### src/rtl/matrix_mult_engine.sv
// N x N unsigned integer matrix multiply engine with optional accumulate into the held result.
// Operands A then B arrive over valid/ready; C is produced one element per cycle, then presented on valid/ready.
module matrix_mult_engine #(
  parameter int N = 4,
  parameter int W = 16
) (
  input  logic             clk,
  input  logic             reset,
  input  logic [N*N*W-1:0] dataInBus,
  input  logic             in_valid,
  output logic             in_ready,
  input  logic             acc_mode,
  output logic [N*N*W-1:0] dataOut,
  output logic             out_valid,
  input  logic             out_ready,
  output logic             busy
);

  localparam int NE = N * N;
  localparam int MW = NE * W;
  localparam int IW = $clog2(NE + 1);
  localparam logic [IW-1:0] IDX_DONE = IW'(NE);

  typedef enum logic [1:0] {LOAD_A, LOAD_B, COMPUTE, OUTPUT} state_t;

  state_t          state_q, state_d;
  logic [MW-1:0]   a_q, a_d, b_q, b_d, c_q, c_d, dout_q, dout_d;
  logic [IW-1:0]   idx_q, idx_d;
  logic            acc_q, acc_d;
  logic            in_ready_q, in_ready_d;
  logic            out_valid_q, out_valid_d;
  logic            busy_q, busy_d;
  int              elem_idx;

  // Row-times-column dot product; every product and partial sum wraps modulo 2^W.
  function automatic logic [W-1:0] dot_elem(input logic [MW-1:0] a, input logic [MW-1:0] b,
                                            input int row, input int col);
    logic [W-1:0] sum;
    sum = '0;
    for (int k = 0; k < N; k++) begin
      sum = sum + a[(row*N + k)*W +: W] * b[(k*N + col)*W +: W];
    end
    return sum;
  endfunction

  function automatic logic [W-1:0] acc_wrap(input logic [W-1:0] c_old, input logic [W-1:0] sum,
                                            input logic en);
    return en ? c_old + sum : sum;
  endfunction

  assign elem_idx = int'(idx_q);

  always_comb begin
    state_d = state_q;
    a_d     = a_q;
    b_d     = b_q;
    c_d     = c_q;
    dout_d  = dout_q;
    idx_d   = idx_q;
    acc_d   = acc_q;
    case (state_q)
      LOAD_A: begin
        if (in_valid && in_ready_q) begin
          a_d     = dataInBus;
          acc_d   = acc_mode;
          state_d = LOAD_B;
        end
      end
      LOAD_B: begin
        if (in_valid && in_ready_q) begin
          b_d     = dataInBus;
          idx_d   = '0;
          state_d = COMPUTE;
        end
      end
      COMPUTE: begin
        // One extra cycle after the last element write snapshots the finished C into dataOut.
        if (idx_q != IDX_DONE) begin
          c_d[elem_idx*W +: W] = acc_wrap(c_q[elem_idx*W +: W],
                                          dot_elem(a_q, b_q, elem_idx / N, elem_idx % N), acc_q);
          idx_d = idx_q + 1'b1;
        end else begin
          dout_d  = c_q;
          state_d = OUTPUT;
        end
      end
      OUTPUT: begin
        if (out_valid_q && out_ready) state_d = LOAD_A;
      end
      default: state_d = LOAD_A;
    endcase
    in_ready_d  = (state_d == LOAD_A) || (state_d == LOAD_B);
    out_valid_d = (state_d == OUTPUT);
    busy_d      = (state_d != LOAD_A);
  end

  always_ff @(posedge clk) begin
    if (reset) begin
      state_q     <= LOAD_A;
      c_q         <= '0;
      dout_q      <= '0;
      idx_q       <= '0;
      acc_q       <= 1'b0;
      in_ready_q  <= 1'b1;
      out_valid_q <= 1'b0;
      busy_q      <= 1'b0;
    end else begin
      state_q     <= state_d;
      c_q         <= c_d;
      dout_q      <= dout_d;
      idx_q       <= idx_d;
      acc_q       <= acc_d;
      in_ready_q  <= in_ready_d;
      out_valid_q <= out_valid_d;
      busy_q      <= busy_d;
    end
  end

  // Operand registers are only meaningful after a fresh load, so they carry no reset.
  always_ff @(posedge clk) begin
    a_q <= a_d;
    b_q <= b_d;
  end

  assign in_ready  = in_ready_q;
  assign out_valid = out_valid_q;
  assign busy      = busy_q;
  assign dataOut   = dout_q;

endmodule

### config.mk
export PLATFORM = sky130hd
export DESIGN_NAME = matrix_mult_engine
export DESIGN_NICKNAME = d
export VERILOG_FILES = /design/src/rtl/matrix_mult_engine.sv
export SDC_FILE = /design/constraint.sdc
export NUM_CORES = 2
export LEC_CHECK = 0
export CAP_MARGIN = 20
export CORE_MARGIN = 8
export CORE_UTILIZATION = 24
export CTS_CLUSTER_SIZE = 25
export DETAILED_ROUTE_END_ITERATION = 8
export DONT_BUFFER_PORTS = 1
export HOLD_SLACK_MARGIN = 0.02
export PLACE_DENSITY_LB_ADDON = 0.25
export SETUP_SLACK_MARGIN = 0.2
export SYNTH_ARGS = -nofsm -noshare
export SYNTH_HDL_FRONTEND = slang
export SYNTH_SLANG_ARGS = --single-unit
### constraint.sdc
create_clock -name clk -period 10.7 [get_ports clk]
set_input_delay 1.07 -clock clk [delete_from_list [all_inputs] [get_ports clk]]
set_output_delay 1.07 -clock clk [all_outputs]
set_load 0.02 [all_outputs]
-- Word-level counts from Yosys, hierarchy flattened
Cells that the tools add are included.
- bits of input ports: 261
- register bits after elaboration: 1035
- word-level logic and storage cells: 68
- equal/unequal tests: 8
- mux-type cells: 10
- add/subtract/negate cells: 12
- $mul: 4
- bitwise logic cells: 1
- shift-type cells: 11
- reductions and logical operators: 12
- operators with widths (operator ; count):
    256-bit by 10-bit indexed part select with 16-bit output ; 4
    256-bit by 11-bit indexed part select with 16-bit output ; 3
    256-bit bitwise mux ; 1
    16-bit by 33-bit variable shift with 256-bit output, first input constant ; 1
    16-bit by 33-bit indexed part select with 256-bit output ; 1
    256-bit by 7-bit indexed part select with 16-bit output ; 1
    256-bit by 9-bit indexed part select with 16-bit output ; 1
    16-bit adder ; 4
    16-bit by 16-bit multiplier with 16-bit output ; 4
    9-bit negator with 33-bit output ; 1
    16-bit 2-to-1 mux ; 1
    5-bit by 2-bit adder with 6-bit output, second input constant ; 2
    4-bit by 2-bit adder with 5-bit output, first input constant ; 2
    5-bit 2-to-1 mux ; 2
    5-bit one-hot mux with 2 select lines ; 1
    2-bit 2-to-1 mux ; 4
    2-bit one-hot mux with 4 select lines ; 1
    2-bit AND reduction ; 4
    5-bit by 1-bit adder with 6-bit output, second input constant ; 1
    2-bit equality test, second input constant ; 3
    5-bit by 1-bit adder with 5-bit output, second input constant ; 1
    5-bit inequality test, second input constant ; 1
    3-bit by 2-bit adder with 4-bit output, first input constant ; 1
    2-bit by 1-bit equality test with 1-bit output, second input constant ; 2
    7 further kinds ; 11

-- Logic depth before layout (Yosys ltp)
- depth in word-level cells: 10
- mapped depth: 48
- gate-level depth less buffers: 41

-- Least setup slack after synthesis
OpenSTA, ideal clock, no wires.
- path type: register to register
- start: register idx_q[1]
- end: register c_q[15]
- arrival: 10.937 ns
- setup slack: -0.311 ns
- data required time: 10.626 ns
- cell stages (with the launch flop): 47
- path buffers: 9
- path through: dfxtp_1 buf_2 buf_2 buf_2 clkbuf_1 clkbuf_1 buf_1 mux2i_1 nand2_1 o21ai_0 clkbuf_1 nor2_1 ha_1 fa_1 inv_1 fa_1 inv_1 ha_1 [11 not listed] inv_1 o21ai_0 a21oi_1 o21ai_0 a2111oi_0 nor2_1 xor2_1 ha_1 a21oi_1 o21ai_0 a31o_2 xnor2_1 nand2_1 xor3_1 or2_1 buf_6 buf_12 mux2i_4
- longest elaborated chain between the ends: 10
- ends and longest elaborated chain (what ; line ; RTL):
    start, declared ; 28 ; logic [IW-1:0] idx_q, idx_d;
    start signal, assigned ; 111 ; idx_q <= idx_d;
    3-bit by 2-bit adder with 4-bit output ; 41 ; sum = sum + a[(row*N + k)*W +: W] * b[(k*N + col)*W +: W];
    256-bit by 9-bit indexed part select with 16-bit output ; 41 ;
    16-bit by 16-bit multiplier with 16-bit output ; 41 ;
    16-bit adder (3 in series) ; 41 ;
    16-bit adder ; 48 ; return en ? c_old + sum : sum;
    16-bit 2-to-1 mux ; 48 ;
    16-bit by 33-bit indexed part select with 256-bit output ; 79 ; c_d[elem_idx*W +: W] = acc_wrap(c_q[elem_idx*W +: W],
    256-bit bitwise mux ; 79 ;
    end signal, assigned ; 100 ; c_q <= '0;
    end signal, assigned ; 109 ; c_q <= c_d;
    end, declared ; 27 ; logic [MW-1:0] a_q, a_d, b_q, b_d, c_q, c_d, dout_q, dout_d;
Parallel ways exist; a longest one is shown, timed or not.
A chain may end at the register's enable or synchronous reset.

-- Final worst setup path
- start: register idx_q[2]
- end: register c_q[95]
- longest elaborated chain between the ends: 10
- ends and longest elaborated chain (what ; line):
    5-bit by 1-bit adder with 6-bit output ; 41
    256-bit by 11-bit indexed part select with 16-bit output ; 41
    16-bit by 16-bit multiplier with 16-bit output ; 41
    16-bit adder (3 in series) ; 41
    16-bit adder ; 48
    16-bit 2-to-1 mux ; 48
    16-bit by 33-bit indexed part select with 256-bit output ; 79
    256-bit bitwise mux ; 79
Parallel ways exist; a longest one is shown, timed or not.

==> impl_results.rst <==
.. list-table::
   :header-rows: 1

   * - Metric
     - Value
   * - Starting density of the core
     - around 24%
   * - Most frequent CP cell
     - sky130_fd_sc_hd__fa_1
   * - Number of clock buffers inserted by TritonCTS
     - 115
   * - Area share of the largest cell type after synthesis
     - between 20 and 30%
   * - DRC violations left
     - 0
   * - Per-instance average area after synthesis
     - around 11 um2
   * - Number of cells on the worst reg-to-reg path
     - 36
   * - Antenna violations before repair
     - 36
   * - Number of buffer and inverter instances along the worst setup path
     - 12
   * - Kind of start point of the critical path
     - register
   * - Total iterations of the first detailed-routing run
     - 6
   * - Final TNS setup
     - 0 ps
   * - Most area-consuming cells after synthesis
     - sky130_fd_sc_hd__edfxtp_1, sky130_fd_sc_hd__dfxtp_1, sky130_fd_sc_hd__fa_1, sky130_fd_sc_hd__mux4_2, sky130_fd_sc_hd__nand2_1
   * - Clock edge transition at the registers on the reported setup and hold paths
     - approximately 60 ps
   * - Status
     - complete, but fails checks
   * - Post-synth EDFFs
     - between 500 and 600
   * - Maximum buffer depth of the clock tree
     - 3
   * - Hold Path Depth
     - 0
   * - Number of vias after detailed routing
     - between 30,000 and 40,000
   * - Cell at the root of the clock tree
     - sky130_fd_sc_hd__clkbuf_16
   * - Pin count of the biggest net entering global routing
     - 520
   * - Layout Nets
     - roughly 6,200
   * - Share of the yosys chip area belonging to registers
     - 45.58%
   * - Commonest non-fill, non-tap cell in the layout
     - sky130_fd_sc_hd__nand2_1
   * - Setup violations, final
     - 0
   * - Core Footprint
     - 235,200 um2
   * - Critical-path maximum fanout
     - 12
   * - Synthesized netlist net count
     - 6,096
   * - Area Growth Syn to Fin
     - 15.82%
   * - Area of the mapped netlist
     - 56,700 um2
   * - Overall track demand over capacity in global routing
     - between 15 and 20%
   * - Vias per Instance
     - 4.639
   * - Die Width
     - ~500 um
   * - Fmax
     - 97.27 MHz
   * - Routing usage on met2
     - ~28%
   * - Post-synthesis sequential element count
     - between 1,000 and 1,500
   * - CTS tree
     - built
   * - Count of different cell masters after synthesis
     - between 60 and 70
   * - Slew Viols, Final
     - roughly 170
   * - Failing checks
     - max-slew violations
   * - Tcrit/Tclk final
     - slightly below 100%
   * - Layer carrying the most global-route usage
     - met2
   * - Cells after Synth
     - 5,241
   * - Ys Warns
     - 0
   * - Final Hold Violating Endpoints
     - 0
   * - Wirelength per Cell
     - around 27 um
   * - Number of buffers added on ports
     - 0
   * - # rows
     - 178
   * - Number of sinks handled by clock tree synthesis
     - 1,035
   * - CTS hold repair buffers
     - 0
   * - Grt met1 use
     - a little under a quarter
   * - Max cap viols
     - 0
   * - Estimated wirelength of the detail-placed design
     - 182.4 mm
   * - Area of the die
     - 252,000 um2
   * - Main flop type after synthesis
     - sky130_fd_sc_hd__dfxtp_1
   * - Congestion Overflow GR
     - 0
   * - Vias in the first global route
     - 40,509
   * - Kind of path behind the tightest hold check
     - input port to register
   * - Antenna viol nets, final
     - 0
   * - Fraction of final layout cells with drive strength greater than 1
     - 13.10%
   * - # H-tree levels
     - 3
   * - Worst slew margin relative to its limit
     - -12.56%
   * - Post-synthesis async set-or-reset flop share
     - 0%
   * - Worst setup skew after layout
     - slightly above 70 ps
   * - Slowest cell on the critical path
     - sky130_fd_sc_hd__mux4_2
   * - RSZ-0062 raised after global routing
     - false
   * - Gate family responsible for the most delay along the worst path
     - adder cells
   * - CP Depth
     - 36
   * - Drt first-iter violations
     - a little under 4,000
   * - Transition time at the pin with the least slew margin
     - about 1700 ps
   * - Total Wirelength
     - 232.6 mm
   * - Insertion delay to the later sink of the worst-skew pair
     - 790 ps
   * - Critical Path AT
     - 10,950 ps
   * - Cell type with the largest total area after synthesis
     - sky130_fd_sc_hd__edfxtp_1
   * - Most frequent cells in the layout
     - sky130_fd_sc_hd__nand2_1, sky130_fd_sc_hd__inv_1, sky130_fd_sc_hd__dfxtp_1
   * - I/O pin cnt
     - 520
   * - Global-route wire length before repair
     - between 300 and 400 mm
   * - Classification of the worst setup path
     - register to register
   * - Final critical path time including I/O delays and setup
     - a little over 10,000 ps
   * - Critical path required time
     - about 11,000 ps
   * - RePlAce Congestion
     - 0.9272
   * - Vertical extent of the die
     - roughly 500 um
   * - Largest stage delay on the critical path
     - 610 ps
   * - Critical Path Sink Type
     - register
   * - GR met3 Demand/Resource
     - under 10%
==> cells by family (layout without fill, tap and decap cells) <==
group | Yosys count | in the layout | share of synthesized area, %
and+or+nand+nor | 1787 | 1787 | 13.39
muxes | 241 | 241 | 8.754
xor gates and xnor gates | 151 | 151 | 2.445
AOI/OAI and AO/OA | 588 | 588 | 5.612
buffers and inverters | 845 | 1003 | 5.932
other | 0 | 18 | 0
DFF | 1035 | 1035 | 45.58
adders and majority gates | 594 | 594 | 18.29
==> worst reg2reg max path: cells and delay by family, from the launching register on <==
kind                       cells  cell delay [ps]
buffers and inverters         12             1590
AOI/OAI and AO/OA              1              150
xor gates and xnor gates      10             1940
DFF                            1              440
adders and majority gates     10             4970
and+or+nand+nor                2              500
muxes                          1              610
==> layer usage <==
metal  wire (um)  share of wire, %
met4        7590               3.3
met2      106200                46
met5          65             0.028
met1       95640                41
met3       23120               9.9
==> cell type report <==
cell class                 instances  area (um2)
antenna                           18       45.04
clock buffer                     159        3184
clock inverter                    51       576.8
fill                           24760      169500
inverter                         549        2063
multi-input combinational       3361       27720
sequential                      1035       25860
tap                             3150        3941
timing repair buffer             244        2273
==> worst paths after layout <==
| kind | startpoint | end | slack, ps |
|---|---|---|---|
| setup reg to reg | idx_q[2] | c_q[95] | 420 |
| hold / removal | dataInBus[98] | a_q[98] | 380 |
| setup / recovery | idx_q[2] | c_q[95] | 420 |
| hold reg to reg | c_q[105] | dataOut[105] | 470 |
==> through the flow <==
stage          hold WS [ps]  worst slack (ps)  area (um2)  std cells  utilization (%)
5_1_grt               345.1             182.3       65660       8565            27.92
3_5_place_dp          458.7             36.88       61110       8287            25.98
4_1_cts               303.4             211.4       64920       8502            27.60
6_report              383.1             419.3       65670       8567            27.92
3_3_place_gp          456.1             134.5       61080       8284            25.97
2_1_floorplan         441.8             200.9       56710       5241                -
==> what timing repair did <==
action / in CTS / in global routing
setup endpoints to repair: 16 / 29
pin swaps: 0 / 30
gates resized for setup: 0 / 86
gates cloned: 0 / 2
buffers inserted: 5 / 44
endpoints found under the hold margin: 0 / 0
==> cells in the mapped netlist, types with 21 or more instances <==
cell type                  count
sky130_fd_sc_hd__o21ai_0      23
sky130_fd_sc_hd__xnor2_1     119
sky130_fd_sc_hd__nor2_1      263
sky130_fd_sc_hd__edfxtp_1    512
sky130_fd_sc_hd__buf_1        27
sky130_fd_sc_hd__a211oi_1     43
sky130_fd_sc_hd__nand3b_1     21
sky130_fd_sc_hd__mux2i_1      29
sky130_fd_sc_hd__and3_1      117
sky130_fd_sc_hd__a21oi_1     474
sky130_fd_sc_hd__nand2_1    1140
sky130_fd_sc_hd__nand3_1      71
sky130_fd_sc_hd__ha_1        203
sky130_fd_sc_hd__clkbuf_1    230
sky130_fd_sc_hd__nor3_1       30
sky130_fd_sc_hd__and2_1       85
sky130_fd_sc_hd__dfxtp_1     523
sky130_fd_sc_hd__fa_1        391
sky130_fd_sc_hd__inv_1       548
sky130_fd_sc_hd__xor2_1       27
sky130_fd_sc_hd__mux4_2      194
==> registers in the layout, indices dropped and copies added, names as in the netlist <==
name	flops
a_q	256
acc_q	1
b_q	256
out_valid	1
in_ready	1
state_q	2
dataOut	256
busy	1
idx_q	5
c_q	256
Power is not shown: default switching activity piles up to over one toggle a cycle in this logic, so the estimate is an artifact.
